### src/rtl/zcu216_clk_pkg.sv
// -----------------------------------------------------------------------------
// zcu216_clk_pkg
// Shared types and defaults for the zcu216 clock-infrastructure control logic.
//   - ps_state_e          : phase-shift sequencer states
//   - DEF_*               : default parameter values for the sequencer
//   - cnt_w()             : width of a counter that must hold 0..max
// -----------------------------------------------------------------------------
package zcu216_clk_pkg;

  typedef enum logic [2:0] {
    ST_WAIT_LOCK = 3'd0,
    ST_IDLE      = 3'd1,
    ST_CMP       = 3'd2,
    ST_WAIT_DONE = 3'd3,
    ST_SETTLE    = 3'd4
  } ps_state_e;

  localparam int unsigned DEF_POS_W         = 16;
  // UG572 guarantees PSDONE within 12 PSCLK cycles; leave generous margin.
  localparam int unsigned DEF_DONE_TIMEOUT  = 32;
  localparam int unsigned DEF_SETTLE_CYCLES = 4;
  localparam int unsigned DEF_LOCK_WAIT     = 1024;

  // Bits needed for a counter that counts from 0 up to and including max.
  function automatic int unsigned cnt_w(input int unsigned max);
    int unsigned w;
    if (max < 32'd2) begin
      w = 32'd1;
    end else begin
      w = $clog2(max + 32'd1);
    end
    return w;
  endfunction

endpackage

### src/rtl/zcu216_lock_monitor.sv
// -----------------------------------------------------------------------------
// zcu216_lock_monitor
// Brings MMCM LOCKED into the PSCLK domain and qualifies it: lock is only
// reported good once the synchronised level has been high for LOCK_WAIT
// consecutive cycles. Any low sample restarts the qualification.
// Ports:
//   clk         in  PSCLK
//   rst_n       in  asynchronous active-low reset
//   mmcm_locked in  raw MMCM LOCKED (asynchronous to clk)
//   lock_ok     out synchronised lock has been stable for LOCK_WAIT cycles
//   lock_lost   out one-cycle pulse on the synchronised high->low transition
// -----------------------------------------------------------------------------
module zcu216_lock_monitor
  import zcu216_clk_pkg::*;
#(
  parameter int unsigned LOCK_WAIT = DEF_LOCK_WAIT
) (
  input  logic clk,
  input  logic rst_n,
  input  logic mmcm_locked,
  output logic lock_ok,
  output logic lock_lost
);

  localparam int unsigned       CW          = cnt_w(LOCK_WAIT);
  localparam logic [CW-1:0]     LOCK_WAIT_C = CW'(LOCK_WAIT);

  logic          sync1_q;
  logic          sync2_q;
  logic          sync_prev_q;
  logic [CW-1:0] cnt_q;
  logic [CW-1:0] cnt_d;

  // Two-stage synchroniser plus one delayed copy for edge detection.
  always_ff @(posedge clk or negedge rst_n) begin
    if (!rst_n) begin
      sync1_q     <= 1'b0;
      sync2_q     <= 1'b0;
      sync_prev_q <= 1'b0;
    end else begin
      sync1_q     <= mmcm_locked;
      sync2_q     <= sync1_q;
      sync_prev_q <= sync2_q;
    end
  end

  // Consecutive-high counter; saturates at LOCK_WAIT, clears on a low sample.
  always_comb begin
    cnt_d = cnt_q;
    if (!sync2_q) begin
      cnt_d = '0;
    end else if (cnt_q != LOCK_WAIT_C) begin
      cnt_d = cnt_q + CW'(1);
    end else begin
      cnt_d = cnt_q;
    end
  end

  // Qualification counter register.
  always_ff @(posedge clk or negedge rst_n) begin
    if (!rst_n) begin
      cnt_q <= '0;
    end else begin
      cnt_q <= cnt_d;
    end
  end

  // Gate with the live level so a drop is never reported as good lock, even
  // in the cycle before the counter clears.
  assign lock_ok   = sync2_q & (cnt_q == LOCK_WAIT_C);
  assign lock_lost = sync_prev_q & ~sync2_q;

endmodule

### src/rtl/zcu216_mmcm_phase_shift_ctrl.sv
// -----------------------------------------------------------------------------
// zcu216_mmcm_phase_shift_ctrl
// Walks the MMCM dynamic fine phase shift one step at a time until the tracked
// position equals a software-requested signed target. Only one step is ever
// outstanding; a missing PSDONE or loss of lock aborts the move.
// Ports:
//   clk         in  PSCLK
//   rst_n       in  asynchronous active-low reset
//   mmcm_locked in  MMCM LOCKED (raw; synchronised internally)
//   start       in  one-cycle request to move to target
//   target      in  signed absolute target position (POS_W)
//   psen        out one-cycle phase-shift enable to the MMCM
//   psincdec    out step direction, 1 = increment; valid with psen
//   psdone      in  MMCM step-complete pulse
//   busy        out move in progress
//   done        out one-cycle pulse when the target is reached
//   error       out sticky timeout / lock-loss flag, cleared by next start
//   cur_pos     out signed tracked position (POS_W)
//   pos_valid   out cur_pos reflects the real MMCM phase
// -----------------------------------------------------------------------------
module zcu216_mmcm_phase_shift_ctrl
  import zcu216_clk_pkg::*;
#(
  parameter int unsigned POS_W         = DEF_POS_W,
  parameter int unsigned DONE_TIMEOUT  = DEF_DONE_TIMEOUT,
  parameter int unsigned SETTLE_CYCLES = DEF_SETTLE_CYCLES,  // must be >= 1
  parameter int unsigned LOCK_WAIT     = DEF_LOCK_WAIT
) (
  input  logic             clk,
  input  logic             rst_n,
  input  logic             mmcm_locked,
  input  logic             start,
  input  logic [POS_W-1:0] target,
  output logic             psen,
  output logic             psincdec,
  input  logic             psdone,
  output logic             busy,
  output logic             done,
  output logic             error,
  output logic [POS_W-1:0] cur_pos,
  output logic             pos_valid
);

  localparam int unsigned   TW       = cnt_w(DONE_TIMEOUT);
  localparam int unsigned   SW       = cnt_w(SETTLE_CYCLES);
  localparam logic [TW-1:0] TMO_LAST = TW'(DONE_TIMEOUT - 32'd1);
  localparam logic [SW-1:0] SET_LAST = SW'(SETTLE_CYCLES - 32'd1);

  ps_state_e        state_q,     state_d;
  logic [POS_W-1:0] cur_pos_q,   cur_pos_d;
  logic [POS_W-1:0] target_q,    target_d;
  logic             pos_valid_q, pos_valid_d;
  logic             busy_q,      busy_d;
  logic             done_q,      done_d;
  logic             error_q,     error_d;
  logic             psen_q,      psen_d;
  logic             psincdec_q,  psincdec_d;
  logic [TW-1:0]    tmo_q,       tmo_d;
  logic [SW-1:0]    settle_q,    settle_d;

  logic             lock_ok_s;
  logic             lock_lost_s;
  logic [POS_W:0]   diff_s;

  zcu216_lock_monitor #(
    .LOCK_WAIT (LOCK_WAIT)
  ) u_lock_monitor (
    .clk         (clk),
    .rst_n       (rst_n),
    .mmcm_locked (mmcm_locked),
    .lock_ok     (lock_ok_s),
    .lock_lost   (lock_lost_s)
  );

  // One extra bit so the full signed span of target - cur_pos never overflows.
  assign diff_s = {target_q[POS_W-1], target_q} - {cur_pos_q[POS_W-1], cur_pos_q};

  // Sequencer next-state and output decode.
  always_comb begin
    state_d     = state_q;
    cur_pos_d   = cur_pos_q;
    target_d    = target_q;
    pos_valid_d = pos_valid_q;
    busy_d      = busy_q;
    done_d      = 1'b0;
    error_d     = error_q;
    psen_d      = 1'b0;
    psincdec_d  = psincdec_q;
    tmo_d       = tmo_q;
    settle_d    = settle_q;

    // Lock loss overrides everything, including a coincident psdone: the
    // phase after re-lock is the MMCM's power-on phase, i.e. position 0.
    if ((state_q != ST_WAIT_LOCK) && lock_lost_s) begin
      state_d     = ST_WAIT_LOCK;
      cur_pos_d   = '0;
      pos_valid_d = 1'b0;
      busy_d      = 1'b0;
      error_d     = error_q | busy_q;
      tmo_d       = '0;
      settle_d    = '0;
    end else begin
      case (state_q)
        ST_WAIT_LOCK: begin
          if (lock_ok_s) begin
            pos_valid_d = 1'b1;
            state_d     = ST_IDLE;
          end else begin
            state_d     = ST_WAIT_LOCK;
          end
        end

        ST_IDLE: begin
          if (start && pos_valid_q) begin
            target_d = target;
            error_d  = 1'b0;
            busy_d   = 1'b1;
            state_d  = ST_CMP;
          end else begin
            state_d  = ST_IDLE;
          end
        end

        ST_CMP: begin
          if (diff_s == '0) begin
            done_d  = 1'b1;
            busy_d  = 1'b0;
            state_d = ST_IDLE;
          end else begin
            psen_d     = 1'b1;
            psincdec_d = ~diff_s[POS_W];
            tmo_d      = '0;
            state_d    = ST_WAIT_DONE;
          end
        end

        ST_WAIT_DONE: begin
          if (psdone) begin
            if (psincdec_q) begin
              cur_pos_d = cur_pos_q + POS_W'(1);
            end else begin
              cur_pos_d = cur_pos_q - POS_W'(1);
            end
            settle_d = '0;
            state_d  = ST_SETTLE;
          end else if (tmo_q == TMO_LAST) begin
            // The step may or may not have landed, so the position is untrusted.
            error_d     = 1'b1;
            busy_d      = 1'b0;
            pos_valid_d = 1'b0;
            state_d     = ST_IDLE;
          end else begin
            tmo_d = tmo_q + TW'(1);
          end
        end

        ST_SETTLE: begin
          if (settle_q == SET_LAST) begin
            state_d = ST_CMP;
          end else begin
            settle_d = settle_q + SW'(1);
          end
        end

        default: begin
          state_d     = ST_WAIT_LOCK;
          cur_pos_d   = '0;
          pos_valid_d = 1'b0;
          busy_d      = 1'b0;
        end
      endcase
    end
  end

  // Sequencer state and registered outputs.
  always_ff @(posedge clk or negedge rst_n) begin
    if (!rst_n) begin
      state_q     <= ST_WAIT_LOCK;
      cur_pos_q   <= '0;
      target_q    <= '0;
      pos_valid_q <= 1'b0;
      busy_q      <= 1'b0;
      done_q      <= 1'b0;
      error_q     <= 1'b0;
      psen_q      <= 1'b0;
      psincdec_q  <= 1'b0;
      tmo_q       <= '0;
      settle_q    <= '0;
    end else begin
      state_q     <= state_d;
      cur_pos_q   <= cur_pos_d;
      target_q    <= target_d;
      pos_valid_q <= pos_valid_d;
      busy_q      <= busy_d;
      done_q      <= done_d;
      error_q     <= error_d;
      psen_q      <= psen_d;
      psincdec_q  <= psincdec_d;
      tmo_q       <= tmo_d;
      settle_q    <= settle_d;
    end
  end

  assign psen      = psen_q;
  assign psincdec  = psincdec_q;
  assign busy      = busy_q;
  assign done      = done_q;
  assign error     = error_q;
  assign cur_pos   = cur_pos_q;
  assign pos_valid = pos_valid_q;

endmodule

### config.mk
export PLATFORM = sky130hd
export DESIGN_NAME = zcu216_mmcm_phase_shift_ctrl
export DESIGN_NICKNAME = d
export VERILOG_FILES = /design/src/rtl/zcu216_clk_pkg.sv /design/src/rtl/zcu216_lock_monitor.sv /design/src/rtl/zcu216_mmcm_phase_shift_ctrl.sv
export SDC_FILE = /design/constraint.sdc
export NUM_CORES = 1
export LEC_CHECK = 0
export ABC_CLOCK_PERIOD_IN_PS = 6900
export CORE_ASPECT_RATIO = 1.5
export CORE_MARGIN = 5
export CORE_UTILIZATION = 50
export DETAILED_ROUTE_END_ITERATION = 8
export HOLD_SLACK_MARGIN = 0.15
export PLACE_DENSITY = 0.71
export SYNTH_ARGS = -nofsm -noshare
export SYNTH_HDL_FRONTEND = slang
export SYNTH_SLANG_ARGS = --single-unit
### constraint.sdc
create_clock -name clk -period 6.9 [get_ports clk]
set_input_delay 1.38 -clock clk [delete_from_list [all_inputs] [get_ports clk]]
set_output_delay 1.38 -clock clk [all_outputs]
set_load 0.05 [all_outputs]
==> results.sh <==
export IMPL_max_vdd_ir_drop_uv=161
export IMPL_ctsLongestPathBuffers=2
export IMPL_h_tree_depth_reported_by_cts=3
export IMPL_rsz_0062_raised_after_global_routing="no"
export IMPL_fill_cells=790
export IMPL_setup_violations_final=0
export IMPL_compound_gate_fraction_of_synth_area_pct=18.5
export IMPL_worst_slack_ns=3.61
export IMPL_synth_async_sr_flop_share_pct=100
export IMPL_placeableCoreArea_um2=8780
export IMPL_detail_route_drc_violations=0
export IMPL_post_synth_mux_area_share_pct=4.50
export IMPL_finalHoldViolCount=0
export IMPL_cts_tree="yes"
export IMPL_cap_violations=0
export IMPL_power_static_leakage_nw=2.37
export IMPL_timing_critical_path_cells="inv_1, ha_1, nand2_1, nor3_1, o311a_1, o211a_1, o21ai_0, a2111oi_4, a21boi_2, or3_1"
export IMPL_fmaxAchievable_mhz=304
export IMPL_post_route_min_period_ns=3.29
export IMPL_post_synth_xor_area_fraction_pct=4.93
export IMPL_stdcell_count=665
export IMPL_critical_path_slowest_cell="sky130_fd_sc_hd__ha_1"
export IMPL_routabilityCongestion=0.905
export IMPL_die_width_um=87.0
export IMPL_ys_seq_elements=64
export IMPL_place_area_um2=4980
export IMPL_numPlacedInstances=649
export IMPL_post_route_period_util_pct=47.7
export IMPL_cts_repair_resize_count=0
export IMPL_multi_input_area_um2=2670
export IMPL_worst_setup_hold_path_clk_slew_ns=0.05
export IMPL_post_synth_num_cell_types=65
export IMPL_synth_cells=507
export IMPL_worstPathRequired_ns=7.11
export IMPL_crit_path_max_incr_delay_ns=0.49
export IMPL_grt_overflow=0
export IMPL_grt_util_all_layers_pct=22.4
export IMPL_detail_route_wl_per_cell_um=17.2
export IMPL_port_buffer_count=42
export IMPL_synthesis_nets=564
export IMPL_netlist_top_cell_by_area="sky130_fd_sc_hd__dfrtp_1"
export IMPL_worst_pin_slew_ns=0.953
export IMPL_syn_area_um2=4440
export IMPL_viasPerCell=5.84
export IMPL_drive_above_1_share_pct=7.57
export IMPL_antenna_diode_count=0
export IMPL_synth_edf_count=0
export IMPL_timing_hold_ws_ns=0.361
export IMPL_area_growth_synth_to_final_pct=18.0
export IMPL_insertion_delay_ns=0.33
export IMPL_grt_max_degree=65
export IMPL_slew_viol_final=0
export IMPL_synth_commonest_cells="sky130_fd_sc_hd__dfrtp_1, sky130_fd_sc_hd__nand2_1, sky130_fd_sc_hd__ha_1"
export IMPL_fp_row_count=42
export IMPL_critPathCaptureType="flop"
export IMPL_nNetsFinal=607
export IMPL_synth_yosys_seq_area_share_pct=36.0
export IMPL_cts_buffers=9
export IMPL_ioPinCount=43
export IMPL_largest_family_of_logic_cells_by_synthesized_area="simple AND/OR/NAND/NOR gates"
export IMPL_finalInstanceArea_um2=5240
export IMPL_cts_hold_buffers=0
export IMPL_routed_wl_um=11500
export IMPL_register_area_um2=1600
export IMPL_biggest_area_contributors_in_the_synthesized_netlist="sky130_fd_sc_hd__dfrtp_1, sky130_fd_sc_hd__ha_1, sky130_fd_sc_hd__nand2_1"
export IMPL_post_synth_and_or_nand_nor_area_fraction_pct=21.8
export IMPL_post_synth_fa_ha_maj_area_fraction_pct=10.3
export IMPL_synth_area_per_cell_um2=8.77
export IMPL_synth_top_cell_area_share_pct=36.0
export IMPL_p_per_area_nw_per_um2=253
export IMPL_fin_tns_setup_ns=0
export IMPL_dominantRegCellSynth="sky130_fd_sc_hd__dfrtp_1"
export IMPL_hold_class="flop to flop"
export IMPL_grt_first_pass_wirelength_um=19300
export IMPL_postCtsSetupRepairBufs=0
export IMPL_worst_clk_skew_ns=0.00634
export IMPL_dp_hpwl_um=8680
export IMPL_result_of_the_run="completed"
export IMPL_antenna_violating_nets_post_route=0
export IMPL_clock_sink_count=64
export IMPL_die_height_um=125
export IMPL_grt_pass1_vias=4038
export IMPL_initial_utilization_pct=50.6
export IMPL_dr_vias=3886
export IMPL_design_die_area_um2=10900
export IMPL_max_slew_margin_rel_pct=36.2
export IMPL_setup_worst_path_class="flop to flop"
export IMPL_pre_cts_slack_ns=3.46
export IMPL_clock_tree_root_cell="sky130_fd_sc_hd__clkbuf_16"
export IMPL_arrival_time_at_the_worst_endpoint_ns=3.50
export IMPL_drtPass1Iterations=5
export IMPL_synth_most_common_cell="sky130_fd_sc_hd__dfrtp_1"
export IMPL_cp_max_fo=13
export IMPL_synth_warnings=0
export IMPL_drt_iter0_drc=134
export IMPL_critPathLaunchType="flop"
export IMPL_antenna_found_initial=0
flip-flops by register name, summed over array words and instances, names as in the netlist, 3 cells and up:
name / cells
target_q: 16
state_q: 3
cur_pos: 16
settle_q: 3
u_lock_monitor.cnt_q: 11
tmo_q: 6
cells by family (layout without fill, tap and decap cells):
group | count (synthesis) | in the layout
and+or+nand+nor | 189 | 189
AOI/OAI and AO/OA | 128 | 128
DFF | 64 | 64
buffers and inverters | 47 | 95
adders and majority gates | 36 | 36
xor gates and xnor gates | 25 | 25
muxes | 18 | 18
worst paths after layout:
| path | from | end | slack (ns) | cells past startpoint |
|---|---|---|---|---|
| max | cur_pos[9]$_DFFE_PN0P_ | state_q[1]$_DFFE_PN0P_ | 3.61 | 10 |
| min | u_lock_monitor.sync1_q$_DFF_PN0_ | u_lock_monitor.sync2_q$_DFF_PN0_ | 0.36 | 0 |
| max reg2reg | cur_pos[9]$_DFFE_PN0P_ | state_q[1]$_DFFE_PN0P_ | 3.61 | 10 |
| min reg2reg | u_lock_monitor.sync1_q$_DFF_PN0_ | u_lock_monitor.sync2_q$_DFF_PN0_ | 0.36 | 0 |
| max in group asynchronous | rst_n | psincdec$_DFFE_PN0P_ | 5.14 | 2 |
| min in group asynchronous | rst_n | target_q[9]$_DFFE_PN0P_ | 1.23 | 2 |
critical path: cells and delay by family (launching register included):
family	cells	cell delay (ns)
flip-flops	1	0.40
adder cells (fa/ha/maj)	1	0.49
buffers and inverters	1	0.07
AND/OR/NAND/NOR	3	0.89
AO/OA/AOI/OAI	5	1.32
cell usage in the layout, fill, tap and decap left out, drive strengths merged, types with 4 or more instances in the layout:
cell type,netlist,layout
nand2b,9,9
nand3,13,13
nand4,5,5
nor3,21,21
or3,4,4
inv,32,32
or4,5,5
o211a,4,4
a21o,4,4
nand2,56,56
a21oi,35,35
nor3b,4,4
and3,7,7
and2,8,8
clkbuf,12,10
dfrtp,64,64
nor2b,7,7
o21ai,44,44
clkdlybuf4s50,0,41
ha,35,35
nor2,30,30
nor4,7,7
clkinv,1,6
xnor2,17,17
o211ai,7,7
xor2,8,8
buf,2,5
mux2,16,16
a21boi,4,4
where the power goes:
part | internal [mW] | total (mW) | switching, mW
Clock | 0.241 | 0.409 | 0.168
Combinational | 0.194 | 0.458 | 0.264
Sequential | 0.412 | 0.458 | 0.0459
through the flow:
step	util [%]	power (mW)
finish	59.8	1.32
global route	59.8	1.41
CTS	59.8	1.33
detailed placement	56.7	0.920
global placement	56.7	0.904
floorplan	-	0.799
routing by layer:
layer	up-vias	track usage, %	share of wire, %
li1	1909	-	-
met3	21	3.88	3.1
met5	-	0	0
met4	0	10.9	3.2
met1	1887	25.2	39
met2	69	39.8	54
area by class of cell:
| cell class | instances | share of cell area [%] |
|---|---|---|
| sequential | 64 | 30.5 |
| clock inverter | 6 | 0.692 |
| clock buffer | 10 | 4.37 |
| tap | 110 | 2.62 |
| inverter | 33 | 2.36 |
| timing repair buffer | 46 | 8.49 |
| multi-input combinational | 396 | 50.9 |
No activity file was read; power rests on OpenSTA's default activity.
